--- src/rtl/input_mod.sv ---
// Operator input port: waits for a debounced button press while the CPU requests input,
// then captures the switches as a 32-bit word. Optional macro INPUT_SIGN_EXT_EN sign-extends the capture.
module input_mod #(
  parameter int unsigned      CNT_W           = 16,
  parameter logic [CNT_W-1:0] DEBOUNCE_CYCLES = CNT_W'(4),
  parameter int unsigned      SW_W            = 17
) (
  input  logic            clock,
  input  logic            reset,
  input  logic            req,
  input  logic            button,
  input  logic [SW_W-1:0] switches,
  output logic [31:0]     data,
  output logic            valid,
  output logic            busy,
  output logic            pressed
);

  localparam int unsigned DATA_W = 32;
  localparam logic [CNT_W-1:0] CntMax = DEBOUNCE_CYCLES - CNT_W'(1);

  typedef enum logic [1:0] {
    IDLE,
    WAIT_PRESS,
    WAIT_RELEASE
  } state_e;

  state_e             state_q;
  logic               sync1_q;
  logic               sync2_q;
  logic [CNT_W-1:0]   cnt_q;
  logic [CNT_W-1:0]   cnt_d;
  logic               pressed_q;
  logic               pressed_d;
  logic               pressed_dly_q;
  logic               rise_c;
  logic [DATA_W-1:0]  data_q;
  logic [DATA_W-1:0]  capture_c;
  logic               valid_q;
  logic               busy_q;

  // Two-flop synchronizer; released level (1) out of reset
  always_ff @(posedge clock) begin
    if (!reset) begin
      sync1_q <= 1'b1;
      sync2_q <= 1'b1;
    end else begin
      sync1_q <= button;
      sync2_q <= sync1_q;
    end
  end

  // Debounce: pressed only flips after DEBOUNCE_CYCLES consecutive disagreeing samples
  always_comb begin
    cnt_d     = cnt_q;
    pressed_d = pressed_q;
    if ((!sync2_q) == pressed_q) begin
      cnt_d = '0;
    end else if (cnt_q >= CntMax) begin
      pressed_d = ~pressed_q;
      cnt_d     = '0;
    end else begin
      cnt_d = cnt_q + CNT_W'(1);
    end
  end

  always_ff @(posedge clock) begin
    if (!reset) begin
      cnt_q         <= '0;
      pressed_q     <= 1'b0;
      pressed_dly_q <= 1'b0;
    end else begin
      cnt_q         <= cnt_d;
      pressed_q     <= pressed_d;
      pressed_dly_q <= pressed_q;
    end
  end

  assign rise_c = pressed_q & ~pressed_dly_q;

`ifdef INPUT_SIGN_EXT_EN
  assign capture_c = DATA_W'($signed(switches));
`else
  assign capture_c = DATA_W'(switches);
`endif

  // Request FSM; abort on req drop takes priority over a coincident press edge
  always_ff @(posedge clock) begin
    if (!reset) begin
      state_q <= IDLE;
      data_q  <= '0;
      valid_q <= 1'b0;
      busy_q  <= 1'b0;
    end else begin
      valid_q <= 1'b0;
      case (state_q)
        IDLE: begin
          if (req) begin
            state_q <= WAIT_PRESS;
            busy_q  <= 1'b1;
          end
        end
        WAIT_PRESS: begin
          if (!req) begin
            state_q <= IDLE;
            busy_q  <= 1'b0;
          end else if (rise_c) begin
            data_q  <= capture_c;
            valid_q <= 1'b1;
            state_q <= WAIT_RELEASE;
          end
        end
        WAIT_RELEASE: begin
          if (!pressed_q) begin
            state_q <= IDLE;
            busy_q  <= 1'b0;
          end
        end
        default: begin
          state_q <= IDLE;
          busy_q  <= 1'b0;
        end
      endcase
    end
  end

  assign data    = data_q;
  assign valid   = valid_q;
  assign busy    = busy_q;
  assign pressed = pressed_q;

endmodule

--- config.mk ---
export PLATFORM = sky130hd
export DESIGN_NAME = input_mod
export DESIGN_NICKNAME = d
export VERILOG_FILES = /design/src/rtl/input_mod.sv
export SDC_FILE = /design/constraint.sdc
export NUM_CORES = 1
export LEC_CHECK = 0
export CAP_MARGIN = 20
export CORE_MARGIN = 2
export CORE_UTILIZATION = 39
export DETAILED_ROUTE_END_ITERATION = 12
export PLACE_DENSITY = 0.81
export SYNTH_ARGS = -nofsm -noshare
export SYNTH_HDL_FRONTEND = slang
export SYNTH_SLANG_ARGS = --single-unit
--- constraint.sdc ---
create_clock -name clock -period 1.11 [get_ports clock]
set_input_delay 0.1665 -clock clock [delete_from_list [all_inputs] [get_ports clock]]
set_output_delay 0.1665 -clock clock [all_outputs]
set_load 0.005 [all_outputs]
==> out/results.txt <==
CP arrival = 1.33 ns
GRT overflow = 0
CTS Buf Count = 5
WP buf/inv = 2
most instantiated cells after synthesis = 41 x dfxtp_1, 19 x nand3_1, 17 x o21ai_0
yosys warns = 0
CTS tree = done
DR WL/cell = 11.8 um
Max VDD drop = 0.730 mV
die area = 0.00441 sq mm
fmax = 0.890 GHz
via count = 1227
Area Overhead vs Synth = 51.4%
final clock skew = 0.00469 ns
HPWL Detailed = 2100 um
count leader, synth = dfxtp_1
Worst Setup Path Type = reg -> reg
clk_lat worst skew = 0.29 ns
htree depth = 2
Worst path slowest cell = dfxtp_4
DRT Wirelength = 3180 um
Cell Area, Synth = 0.00152 sq mm
I/O pin count = 56
Yosys top cell area share = 0.540
P_int = 2.38 mW
minimum clock period = 1.12 ns
Max Slew Vio Count = 0
Reg2Reg Launch Point = pressed
layout cell share with drive strength beyond 1 = 0.267
Sw Share = 0.201
prevailing post-synth register cell = dfxtp_1
RSZ-0062 raised after global routing = yes
flop2flop setup slack = -0.01 ns
sequential element share of the synthesized area = 0.540
TritonRoute pass-1 iters = 4
CP delay by family, top = flip-flops
via/cell ratio = 4.56
buffers added on ports = 40
Core Util, Final = 0.620
Max clock buf depth = 2
Iter 0 DRT Violations = 81
die extent in y = 66.4 um
worst min-delay path startpoint = sync1_q
slowest stage delay, CP = 0.35 ns
Worst setup SP type = flip-flop
Cell Count, Final, Fillers Out = 269
critical-path cell list = buf_6, buf_4, xnor2_1, nand3_1, nor3_2
Critical Path RT = 1.32 ns
largest net degree at the start of global routing = 26
clock power share = 0.406
row count = 22
WHS Path Cells = 1
number of synthesized flops with an enable pin = 0
Setup violations, final = 2
PwrDens = 1290 mW/mm^2
vias in the first global route = 1126
worst r2r path cells = 5
clk slew on worst S/H paths = 0.07 ns
status = finished, violations left
FF-to-FF End = cnt_q[0]
Synth async-reset ratio = 0
Cells after Synth = 150
Post-Place Cells = 257
CTS Hold Bufs = 0
# nets final = 242
path type of the worst min-delay path = reg -> reg
violated checks = setup timing
total of max-cap violations = 0
initial antenna violation count = 0
leakage = 0.983 nW
NetSw = 0.598 mW
GRT Resource Usage Total = 0.144
GPL Wtd Cong = 0.696
Die Wd = 66.4 um
top post-synthesis cells by area = dfxtp_1 54%, buf_4 7.4%, nand3_1 6.3%
# diodes = 0
Setup crit end kind = flip-flop
# DRC = 0
fin crit share = 1.01
Initial Util = 0.409
Syn Area/Cell = 10.1 sq um
TritonCTS Sinks = 41
Reg power frac = 0.514
first-pass GRT wire length = 4690 um
Synth Register Bits = 41
final worst setup slack = -0.0132 ns
Max FO, Critical Path = 4
Synth area leader = dfxtp_1
Root Driver = clkbuf_8
Comb pwr share = 0.079
Final Hold Fails = 0
number of routed nets with antenna violations = 0
synth unique cells = 32
Core ar. = 0.00372 sq mm
Hold Path End = sync2_q
==> sequential cells by signal (all words and copies together) (netlist names) <==
name	flops
busy	1
cnt_q	16
data	17
pressed	1
pressed_dly_q	1
state_q	2
sync1_q	1
sync2_q	1
valid	1
==> power by group through the flow <==
stage / registers [mW] / logic, mW / clock network [mW]
floorplan: 1.56 / 0.122 / 0
CTS: 1.53 / 0.217 / 1.24
detailed placement: 1.56 / 0.214 / 0
finish: 1.53 / 0.236 / 1.21
global route: 1.53 / 0.257 / 1.32
global placement: 1.56 / 0.212 / 0
==> worst max-delay path by stage <==
stage | start | end | slack (ns) | cells after the start
after floorplan | cnt_q[0] | pressed | 0.02 | 4
after global placement | req | valid | -0.20 | 4
after detailed placement | req | state_q[1] | -0.20 | 5
after CTS | cnt_q[0] | cnt_q[0] | 0.002 | 4
after global routing | cnt_q[0] | pressed | -0.06 | 4
final | pressed | cnt_q[0] | -0.01 | 5
==> layout by cell type, fill, tap and decap left out, drive strengths merged, types with 2 or more instances in the layout <==
cell and count:
dfxtp 41, conb 29, clkdlybuf4s50 20, dlygate4sd2 20, nand3 19, buf 18, a21boi 17, o21ai 17
clkbuf 7, nand2b 4, nand2 3, inv 3, nor4 3, nor3 3, nor2 2, and2b 2
and3 2
==> layer usage <==
layer / wire length (um) / vias up / track usage
met5: 0 / - / 0
met1: 1250 / 571 / 0.156
met3: 200 / 4 / 0.0647
met2: 1700 / 41 / 0.241
li1: - / 611 / -
met4: 31 / 0 / 0.0612
==> cell families after synthesis <==
kind of cell	synth area share
xor gates and xnor gates	0.00576
AOI/OAI and AO/OA	0.157
buffers and inverters	0.129
DFF	0.540
adders and majority gates	0.00823
muxes	0.00658
other	0.00247
and+or+nand+nor	0.151
==> through the flow <==
step | power (mW) | setup WS, ns | hold slack [ns] | TNS [ns] | area [sq um]
6_report | 2.98 | -0.0132 | 0.410 | -0.0238 | 2300
5_1_grt | 3.11 | -0.0647 | 0.442 | -0.831 | 2300
4_1_cts | 2.99 | 0.00182 | 0.414 | 0 | 2180
3_5_place_dp | 1.78 | -0.204 | 0.397 | -4.01 | 2040
3_3_place_gp | 1.77 | -0.204 | 0.391 | -3.61 | 2040
2_1_floorplan | 1.68 | 0.0217 | 0.240 | 0 | 1630
==> worst reg2reg max path: cells and delay by family, from the launching register on <==
family / cells / cell delay (ns)
buffers and inverters: 2 / 0.25
DFF: 1 / 0.35
and+or+nand+nor: 2 / 0.29
xor gates and xnor gates: 1 / 0.15
==> what timing repair did <==
item,4_1_cts,5_1_grt
endpoints found under the setup margin,40,22
resized for setup,41,29
gates cloned,0,1
setup buffers,1,2
pin swaps,2,20
==> area by class of cell <==
type                    instances  area [sq um]
clock inverters                 1          30.0
flip-flops and latches         41           836
multi-input cells             111           732
well taps                      48          60.1
inverters                       3          11.3
repair buffers                 58           547
fillers                       310          1410
clock buffers                   7          86.3
Power figures use the tool's default switching activity.
